**config.mk**
```make
export PLATFORM = sky130hd
export DESIGN_NAME = bicubic_window_ctrl
export DESIGN_NICKNAME = d
export VERILOG_FILES = /design/src/rtl/bicubic_pkg.sv /design/src/rtl/bicubic_wrap_cnt.sv /design/src/rtl/bicubic_window_ctrl.sv
export SDC_FILE = /design/constraint.sdc
export NUM_CORES = 1
export LEC_CHECK = 0
export ABC_AREA = 1
export CAP_MARGIN = 20
export CELL_PAD_IN_SITES_DETAIL_PLACEMENT = 0
export CELL_PAD_IN_SITES_GLOBAL_PLACEMENT = 2
export CORE_ASPECT_RATIO = 1.75
export CORE_MARGIN = 4
export CORE_UTILIZATION = 31
export CTS_BUF_LIST = sky130_fd_sc_hd__clkbuf_8
export DETAILED_ROUTE_END_ITERATION = 10
export PLACE_DENSITY = 0.82
export SETUP_SLACK_MARGIN = 0.2
export SYNTH_ARGS = -nofsm -noshare
export SYNTH_HDL_FRONTEND = slang
export SYNTH_SLANG_ARGS = --single-unit
```
**constraint.sdc**
```tcl
create_clock -name clk_i -period 1.6 [get_ports clk_i]
set_input_delay 0.24 -clock clk_i [delete_from_list [all_inputs] [get_ports clk_i]]
set_output_delay 0.24 -clock clk_i [all_outputs]
set_load 0.005 [all_outputs]
```
**src/rtl/bicubic_pkg.sv**
```systemverilog
// bicubic_pkg
//   Shared definitions for the bicubic window controller:
//   - state_e   : sequencer state encoding (IDLE/FILL/RUN/FLUSH/DONE)
//   - DEF_*     : default frame geometry and phase count
//   - CNT_W     : width of the column/row counters
//   - phase_w() : width of the phase index for a given phase count
package bicubic_pkg;

  typedef enum logic [2:0] {
    ST_IDLE  = 3'd0,
    ST_FILL  = 3'd1,
    ST_RUN   = 3'd2,
    ST_FLUSH = 3'd3,
    ST_DONE  = 3'd4
  } state_e;

  localparam int DEF_IMG_WIDTH  = 960;
  localparam int DEF_IMG_HEIGHT = 540;
  localparam int DEF_PHASES     = 16;
  localparam int DEF_PAD_COLS   = 3;
  localparam int CNT_W          = 10;

  // A single-phase interpolator still needs a 1-bit phase port.
  function automatic int phase_w(input int phases);
    if (phases > 1) begin
      return $clog2(phases);
    end else begin
      return 1;
    end
  endfunction

endpackage

```
**src/rtl/bicubic_wrap_cnt.sv**
```systemverilog
// bicubic_wrap_cnt
//   Generic enable counter that returns to zero after reaching WRAP_VAL.
//   Ports:
//     clk_i   clock
//     rst_i   synchronous active-high reset (count -> 0)
//     clr_i   synchronous clear, has priority over en_i
//     en_i    count enable
//     cnt_o   current count
//     wrap_o  combinational pulse: en_i while the count equals WRAP_VAL
module bicubic_wrap_cnt #(
  parameter int           W        = 4,
  parameter logic [W-1:0] WRAP_VAL = '1
) (
  input  logic         clk_i,
  input  logic         rst_i,
  input  logic         clr_i,
  input  logic         en_i,
  output logic [W-1:0] cnt_o,
  output logic         wrap_o
);

  logic [W-1:0] cnt_q;
  logic [W-1:0] cnt_d;

  // Next count: clear, wrap to zero, increment or hold.
  always_comb begin
    wrap_o = en_i && (cnt_q == WRAP_VAL);
    if (clr_i) begin
      cnt_d = '0;
    end else if (wrap_o) begin
      cnt_d = '0;
    end else if (en_i) begin
      cnt_d = cnt_q + W'(1);
    end else begin
      cnt_d = cnt_q;
    end
  end

  // Count register.
  always_ff @(posedge clk_i) begin
    if (rst_i) begin
      cnt_q <= '0;
    end else begin
      cnt_q <= cnt_d;
    end
  end

  assign cnt_o = cnt_q;

endmodule

```
**src/rtl/bicubic_window_ctrl.sv**
```systemverilog
// bicubic_window_ctrl
//   Sequencer for the bicubic 4x4 window buffer: primes the line buffers
//   (FILL), emits PHASES interpolator outputs per source column (RUN),
//   pushes PAD_COLS flush shifts at each row end (FLUSH) and signals the
//   end of the frame (DONE).
//   Ports:
//     clk_i, rst_i            clock, synchronous active-high reset
//     start_i                 frame start pulse (honoured only in IDLE)
//     src_valid_i/src_ready_o source pixel handshake
//     shift_en_o              window shift strobe = src_valid_i & src_ready_o
//     win_valid_o/win_ready_i window handshake toward the interpolator
//     phase_o, col_o, row_o   sub-pixel phase, window column, window row
//     busy_o                  high outside IDLE
//     frame_done_o            one-cycle pulse at end of frame
//   Optional feature macro WIN_EDGE_FLAG_EN adds edge_left_o, edge_right_o,
//   edge_top_o and edge_bot_o (border flags gated by win_valid_o).
module bicubic_window_ctrl
  import bicubic_pkg::*;
#(
  parameter int  IMG_WIDTH  = DEF_IMG_WIDTH,
  parameter int  IMG_HEIGHT = DEF_IMG_HEIGHT,
  parameter int  PHASES     = DEF_PHASES,
  parameter int  PAD_COLS   = DEF_PAD_COLS,
  parameter int  FILL_COUNT = 3*IMG_WIDTH+14,
  localparam int PW         = phase_w(PHASES)
) (
  input  logic             clk_i,
  input  logic             rst_i,
  input  logic             start_i,
  input  logic             src_valid_i,
  output logic             src_ready_o,
  output logic             shift_en_o,
  output logic             win_valid_o,
  input  logic             win_ready_i,
  output logic [PW-1:0]    phase_o,
  output logic [CNT_W-1:0] col_o,
  output logic [CNT_W-1:0] row_o,
  output logic             busy_o,
  output logic             frame_done_o
`ifdef WIN_EDGE_FLAG_EN
  ,
  output logic             edge_left_o,
  output logic             edge_right_o,
  output logic             edge_top_o,
  output logic             edge_bot_o
`endif
);

  localparam int FW = (FILL_COUNT > 1) ? $clog2(FILL_COUNT) : 1;

  state_e           state_q;
  state_e           state_d;
  logic             frame_done_q;
  logic [CNT_W-1:0] row_q;
  logic [CNT_W-1:0] row_d;

  logic             src_ready_s;
  logic             win_valid_s;
  logic             shift_s;
  logic             hsk_s;
  logic [PW-1:0]    phase_s;
  logic             phase_last_s;
  logic             phase_wrap_s;
  logic [CNT_W-1:0] col_s;
  logic             col_wrap_s;
  logic             col_last_s;
  logic             row_last_s;
  logic [FW-1:0]    fill_cnt_s;
  logic             fill_wrap_s;
  logic             fill_cnt_unused_s;

  assign shift_s      = src_valid_i & src_ready_s;
  assign hsk_s        = win_valid_s & win_ready_i;
  assign phase_last_s = (phase_s == PW'(PHASES-1));
  assign col_last_s   = (col_s == CNT_W'(IMG_WIDTH-1));
  assign row_last_s   = (row_q == CNT_W'(IMG_HEIGHT-1));
  assign fill_cnt_unused_s = ^fill_cnt_s;

  // Priming counter: wraps on the FILL_COUNT-th shift, which ends FILL.
  bicubic_wrap_cnt #(
    .W        (FW),
    .WRAP_VAL (FW'(FILL_COUNT-1))
  ) u_fill_cnt (
    .clk_i  (clk_i),
    .rst_i  (rst_i),
    .clr_i  (state_q != ST_FILL),
    .en_i   ((state_q == ST_FILL) && shift_s),
    .cnt_o  (fill_cnt_s),
    .wrap_o (fill_wrap_s)
  );

  // Phase counter: its wrap pulse is the last-phase handshake (every
  // handshake when PHASES=1, as the counter then sits at 0).
  bicubic_wrap_cnt #(
    .W        (PW),
    .WRAP_VAL (PW'(PHASES-1))
  ) u_phase_cnt (
    .clk_i  (clk_i),
    .rst_i  (rst_i),
    .clr_i  (state_q != ST_RUN),
    .en_i   ((state_q == ST_RUN) && hsk_s),
    .cnt_o  (phase_s),
    .wrap_o (phase_wrap_s)
  );

  // Column counter spans real columns and flush columns; it only wraps
  // on the last flush shift of a row.
  bicubic_wrap_cnt #(
    .W        (CNT_W),
    .WRAP_VAL (CNT_W'(IMG_WIDTH+PAD_COLS-1))
  ) u_col_cnt (
    .clk_i  (clk_i),
    .rst_i  (rst_i),
    .clr_i  ((state_q != ST_RUN) && (state_q != ST_FLUSH)),
    .en_i   (((state_q == ST_RUN) && phase_wrap_s) ||
             ((state_q == ST_FLUSH) && shift_s)),
    .cnt_o  (col_s),
    .wrap_o (col_wrap_s)
  );

  // State and frame-done registers.
  always_ff @(posedge clk_i) begin
    if (rst_i) begin
      state_q      <= ST_IDLE;
      frame_done_q <= 1'b0;
    end else begin
      state_q      <= state_d;
      frame_done_q <= (state_d == ST_DONE);
    end
  end

  // Next-state logic.
  always_comb begin
    state_d = state_q;
    case (state_q)
      ST_IDLE: begin
        if (start_i) begin
          state_d = ST_FILL;
        end else begin
          state_d = ST_IDLE;
        end
      end
      ST_FILL: begin
        if (fill_wrap_s) begin
          state_d = ST_RUN;
        end else begin
          state_d = ST_FILL;
        end
      end
      ST_RUN: begin
        if (phase_wrap_s && col_last_s) begin
          if (row_last_s) begin
            state_d = ST_DONE;
          end else begin
            state_d = ST_FLUSH;
          end
        end else begin
          state_d = ST_RUN;
        end
      end
      ST_FLUSH: begin
        if (col_wrap_s) begin
          state_d = ST_RUN;
        end else begin
          state_d = ST_FLUSH;
        end
      end
      ST_DONE: state_d = ST_IDLE;
      default: state_d = ST_IDLE;
    endcase
  end

  // Handshake outputs. At the last phase the window output and the source
  // pixel are exchanged together, so each side's valid/ready depends on
  // the other side's input.
  always_comb begin
    src_ready_s = 1'b0;
    win_valid_s = 1'b0;
    case (state_q)
      ST_FILL: begin
        src_ready_s = 1'b1;
      end
      ST_RUN: begin
        if (phase_last_s) begin
          win_valid_s = src_valid_i;
          src_ready_s = win_ready_i;
        end else begin
          win_valid_s = 1'b1;
          src_ready_s = 1'b0;
        end
      end
      ST_FLUSH: begin
        src_ready_s = 1'b1;
      end
      default: begin
        src_ready_s = 1'b0;
        win_valid_s = 1'b0;
      end
    endcase
  end

  // Row advances on the column wrap that ends each flush.
  always_comb begin
    if ((state_q != ST_RUN) && (state_q != ST_FLUSH)) begin
      row_d = '0;
    end else if (col_wrap_s) begin
      row_d = row_q + CNT_W'(1);
    end else begin
      row_d = row_q;
    end
  end

  // Row register.
  always_ff @(posedge clk_i) begin
    if (rst_i) begin
      row_q <= '0;
    end else begin
      row_q <= row_d;
    end
  end

  assign src_ready_o  = src_ready_s;
  assign win_valid_o  = win_valid_s;
  assign shift_en_o   = shift_s;
  assign phase_o      = phase_s;
  assign col_o        = col_s;
  assign row_o        = row_q;
  assign busy_o       = (state_q != ST_IDLE);
  assign frame_done_o = frame_done_q;

`ifdef WIN_EDGE_FLAG_EN
  assign edge_left_o  = win_valid_s && (col_s == CNT_W'(0));
  assign edge_right_o = win_valid_s && col_last_s;
  assign edge_top_o   = win_valid_s && (row_q == CNT_W'(0));
  assign edge_bot_o   = win_valid_s && row_last_s;
`endif

endmodule
```
==> flow_summary.html <==
<table>
<tr><th>Metric</th><th>Value</th></tr>
<tr><th colspan="2">Run status</th></tr>
<tr><td>Status</td><td>finished, violations left</td></tr>
<tr><td>Violated checks</td><td>negative setup slack</td></tr>
<tr><th colspan="2">Yosys</th></tr>
<tr><td>Count of mapped cells out of synthesis</td><td>about 350</td></tr>
<tr><td>Mapped Avg Cell Area</td><td>6.777 sq um</td></tr>
<tr><td>Cell accounting for the most synthesized area</td><td>sky130_fd_sc_hd__dfxtp_1</td></tr>
<tr><td>Net count after synthesis</td><td>359</td></tr>
<tr><td>Count of synthesis-stage warnings from yosys</td><td>0</td></tr>
<tr><td>Primary FF master, synth</td><td>sky130_fd_sc_hd__dfxtp_1</td></tr>
<tr><td>Most frequent cell after synthesis</td><td>sky130_fd_sc_hd__nand2_1</td></tr>
<tr><td>Post-synthesis compound-gate area fraction</td><td>8.170%</td></tr>
<tr><td>Flops &amp; latches, synth</td><td>40</td></tr>
<tr><td>Dominant combinational cell family by area after synthesis</td><td>simple AND/OR/NAND/NOR gates</td></tr>
<tr><td>Adder and majority gate portion of the synthesized area</td><td>3.183%</td></tr>
<tr><td>Share of the yosys chip area belonging to registers</td><td>33.95%</td></tr>
<tr><td>Distinct cell type count of the synthesized netlist</td><td>32</td></tr>
<tr><td>Cell types with the largest area share after synthesis</td><td>sky130_fd_sc_hd__dfxtp_1 34%, sky130_fd_sc_hd__nand2_1 14%, sky130_fd_sc_hd__a21oi_1 7.0%</td></tr>
<tr><td>Number of enable flip-flop cells after synthesis</td><td>0</td></tr>
<tr><td>Multiplexer share of the synthesized area</td><td>0%</td></tr>
<tr><td>Mapped Area</td><td>0.002359 sq mm</td></tr>
<tr><td>Fraction of synthesized cell area taken by the top area cell type</td><td>33.95%</td></tr>
<tr><td>Post-synthesis share of cell area spent on xor and xnor gates</td><td>6.313%</td></tr>
<tr><td>Async S/R FF share, synth</td><td>0%</td></tr>
<tr><td>Most instantiated cells after synthesis</td><td>88 x sky130_fd_sc_hd__nand2_1, 41 x sky130_fd_sc_hd__nor2_1, 40 x sky130_fd_sc_hd__dfxtp_1</td></tr>
<tr><td>Area share of and/or/nand/nor cells after synthesis</td><td>39.84%</td></tr>
<tr><th colspan="2">Layout</th></tr>
<tr><td>Synthesis-to-layout area growth</td><td>75.28%</td></tr>
<tr><td>Utilization after layout</td><td>between 50% and 60%</td></tr>
<tr><td>Proportion of layout cells with a drive suffix above 1</td><td>48.05%</td></tr>
<tr><td>Post-layout nets</td><td>472</td></tr>
<tr><td>Post-route cell area</td><td>~0.0041 sq mm</td></tr>
<tr><td>Final antenna diode count</td><td>0</td></tr>
<tr><td>Number of non-filler instances in the completed layout</td><td>548</td></tr>
<tr><th colspan="2">Drt</th></tr>
<tr><td>DRC viols</td><td>0</td></tr>
<tr><td>Number of detailed-route iterations in the first pass</td><td>4</td></tr>
<tr><td>Total via count in the routed design</td><td>2613</td></tr>
<tr><td>Drt total wl</td><td>7.467 mm</td></tr>
<tr><td>Average wire length per cell after detail routing</td><td>13.63 microns</td></tr>
<tr><td>Detail-routed via count per cell</td><td>between 4 and 5</td></tr>
<tr><td>Starting DRT DRC Count</td><td>65</td></tr>
<tr><td>Number of routed nets with antenna violations</td><td>0</td></tr>
<tr><th colspan="2">Pwr</th></tr>
<tr><td>Total power density per cell area</td><td>around 430 mW/mm^2</td></tr>
<tr><td>Clock power frac</td><td>39.3%</td></tr>
<tr><td>Cell internal pwr</td><td>1.354 mW</td></tr>
<tr><td>Net switching share of the total power</td><td>between 20% and 30%</td></tr>
<tr><td>Switching power summed over all nets</td><td>0.4229 mW</td></tr>
<tr><td>Combinational Power Share</td><td>approximately 6.2%</td></tr>
<tr><td>Relative contribution of sequential cells to total power</td><td>between 50% and 60%</td></tr>
<tr><td>Highest ir drop seen on vdd</td><td>0.0004602 V</td></tr>
<tr><td>Leak pwr</td><td>1.776 nW</td></tr>
<tr><th colspan="2">Job</th></tr>
<tr><td>Total of max-cap violations</td><td>0</td></tr>
<tr><th colspan="2">Floorplan</th></tr>
<tr><td>Cell Rows</td><td>slightly above 40</td></tr>
<tr><td>Initial core utilization</td><td>32.15%</td></tr>
<tr><td>Overall die area</td><td>slightly above 0.009 sq mm</td></tr>
<tr><td>Number of ports placed on the die boundary</td><td>34</td></tr>
<tr><td>Die X</td><td>73.94 microns</td></tr>
<tr><td>Vertical extent of the die</td><td>123.4 microns</td></tr>
<tr><td>Core footprint</td><td>0.007336 sq mm</td></tr>
<tr><th colspan="2">GRT</th></tr>
<tr><td>Global-route total usage across every layer</td><td>17.75%</td></tr>
<tr><td>Initial antenna violation count</td><td>0</td></tr>
<tr><td>First-pass GRT wire length</td><td>12.48 mm</td></tr>
<tr><td>Overflow left after global routing</td><td>0</td></tr>
<tr><td>Pin count of the biggest net entering global routing</td><td>12</td></tr>
<tr><td>Vias in the first global route</td><td>2692</td></tr>
<tr><th colspan="2">Critical path</th></tr>
<tr><td>Max Fanout on Critical Path</td><td>3</td></tr>
<tr><td>Data arrival time of the worst path</td><td>1430 ps</td></tr>
<tr><td>Crit path launch type</td><td>flip-flop</td></tr>
<tr><td>Data required, critical path</td><td>1360 ps</td></tr>
<tr><td>Crit. End Element</td><td>primary output</td></tr>
<tr><td>Critical path type</td><td>reg2out</td></tr>
<tr><th colspan="2">Clocking</th></tr>
<tr><td>Number of buffers between clock root and the deepest sink</td><td>2</td></tr>
<tr><td>CTS tree</td><td>built</td></tr>
<tr><td>H-tree levels</td><td>2</td></tr>
<tr><td>Latest clock arrival within the worst-skew pair</td><td>300 ps</td></tr>
<tr><td>Total clock buffers created by CTS</td><td>5</td></tr>
<tr><td>Clock sink count</td><td>40</td></tr>
<tr><td>Clock tree root driver cell</td><td>sky130_fd_sc_hd__clkbuf_8</td></tr>
<tr><td>Clock-pin slew of the registers on the worst-case setup and hold paths</td><td>80 ps</td></tr>
<tr><td>Hold Buf Count CTS</td><td>0</td></tr>
<tr><th colspan="2">STA</th></tr>
<tr><td>Final critical-path setup slack</td><td>-68.25 ps</td></tr>
<tr><td>Share of the clock period used by the worst path</td><td>104.3%</td></tr>
<tr><td>Slew of the pin with the lowest slew margin</td><td>approximately 300 ps</td></tr>
<tr><td>Final count of pins violating max slew</td><td>0</td></tr>
<tr><td>Unrepaired setup endpoints after global routing</td><td>yes</td></tr>
<tr><td>Final setup violating endpoints</td><td>8</td></tr>
<tr><td>Final min period</td><td>1668 ps</td></tr>
<tr><td>Number of endpoints with negative hold slack in the final report</td><td>0</td></tr>
<tr><td>Hold slack final</td><td>487.1 ps</td></tr>
<tr><td>Normalized max-slew margin</td><td>79.55%</td></tr>
<tr><td>Final worst clock skew</td><td>5.436 ps</td></tr>
<tr><td>Fmax</td><td>0.5994 GHz</td></tr>
<tr><th colspan="2">Placed design</th></tr>
<tr><td>HPWL after detailed placement</td><td>4.960 mm</td></tr>
<tr><td>Weighted congestion reported at the end of routability-driven placement</td><td>0.8233</td></tr>
<tr><td>Placed instance count</td><td>499</td></tr>
<tr><td>Cell area after placement</td><td>between 0.003 and 0.004 sq mm</td></tr>
<tr><td>Worst slack at placement</td><td>-220.9 ps</td></tr>
<tr><td>Count of input and output buffers</td><td>33</td></tr>
<tr><th colspan="2">Hold path</th></tr>
<tr><td>Hold Crit Class</td><td>reg2reg</td></tr>
</table>
power groups by stage:
stage	logic, mW	registers, mW	clock network, mW
finish	0.111	0.968	0.699
CTS	0.0986	0.971	0.735
floorplan	0.0452	1.02	0
global route	0.120	0.968	0.786
global placement	0.0923	1.02	0
detailed placement	0.0927	1.02	0
area by class of cell:
cell class | instances | area [sq um]
clock buffer | 6 | 82.58
clock inverter | 2 | 7.507
fill | 717 | 3202
inverter | 45 | 198.9
multi-input combinational | 261 | 1831
sequential | 40 | 888.4
tap | 86 | 107.6
timing repair buffer | 107 | 1010
timing repair inverter | 1 | 8.758
final timing paths:
| check | cells past startpoint | end | startpoint | slack [ps] |
|---|---|---|---|---|
| worst max-delay path | 6 | shift_en_o | u_phase_cnt.cnt_o[1]$_SDFFE_PP0N_ | -70 |
| worst min-delay path | 2 | u_fill_cnt.cnt_o[10]$_SDFFE_PP0P_ | u_fill_cnt.cnt_o[10]$_SDFFE_PP0P_ | 490 |
| worst max register to register | 10 | u_phase_cnt.cnt_o[0]$_SDFFE_PP0N_ | u_phase_cnt.cnt_o[1]$_SDFFE_PP0N_ | -30 |
| worst min register to register | 2 | u_fill_cnt.cnt_o[10]$_SDFFE_PP0P_ | u_fill_cnt.cnt_o[10]$_SDFFE_PP0P_ | 490 |
worst max-delay path, stage by stage (launching register included):
cell and delay, ps:
sky130_fd_sc_hd__dfxtp_4 360, sky130_fd_sc_hd__ha_4 140, sky130_fd_sc_hd__nand3_2 70, sky130_fd_sc_hd__nand3b_1 200
sky130_fd_sc_hd__buf_6 140, sky130_fd_sc_hd__a21oi_2 100, sky130_fd_sc_hd__buf_2 120
kinds of logic (layout without fill, tap and decap cells):
logic type / after synthesis / count (layout)
xor gates and xnor gates: 17 / 17
adders and majority gates: 6 / 6
DFF: 40 / 40
and+or+nand+nor: 199 / 200
buffers and inverters: 48 / 161
AOI/OAI and AO/OA: 38 / 38
timing repair:
item	in CTS	in global routing
setup endpoints to repair	68	53
gates resized for setup	149	85
cloned	3	0
buffers inserted	28	10
pin swaps	31	33
metrics by stage:
step	power, mW	TNS [ps]
3_3_place_gp	1.114	-4982
2_1_floorplan	1.063	0
6_report	1.777	-173.2
3_5_place_dp	1.115	-5682
4_1_cts	1.804	-98.90
5_1_grt	1.875	-2422
sequential cells by signal, summed over array words and instances (netlist names):
register and flops:
row_o 10, state_q 3, frame_done_o 1, u_phase_cnt.cnt_o 4, u_col_cnt.cnt_o 10, u_fill_cnt.cnt_o 12
placed cells by master (no fill, tap or decap), drive strengths merged, types with 6 or more instances in the layout:
| cell type | netlist | routed |
|---|---|---|
| a21oi | 33 | 33 |
| buf | 3 | 78 |
| clkbuf | 0 | 6 |
| dfxtp | 40 | 40 |
| dlygate4sd2 | 0 | 17 |
| dlymetal6s2s | 0 | 9 |
| ha | 6 | 6 |
| inv | 44 | 46 |
| nand2 | 95 | 96 |
| nand3 | 33 | 33 |
| nand4 | 6 | 6 |
| nor2 | 48 | 48 |
| nor3 | 10 | 10 |
| xor2 | 13 | 13 |
per-layer routing:
| layer | track usage, % | vias up | share of wire [%] | routed length, microns |
|---|---|---|---|---|
| met5 | 0 | - | 0 | 0 |
| met4 | 6.803 | 0 | 2.8 | 210 |
| met3 | 3.255 | 14 | 2.2 | 163 |
| met2 | 34.61 | 30 | 59 | 4382 |
| met1 | 17.76 | 1233 | 36 | 2711 |
| li1 | - | 1336 | - | - |
Power figures use the tool's default switching activity.
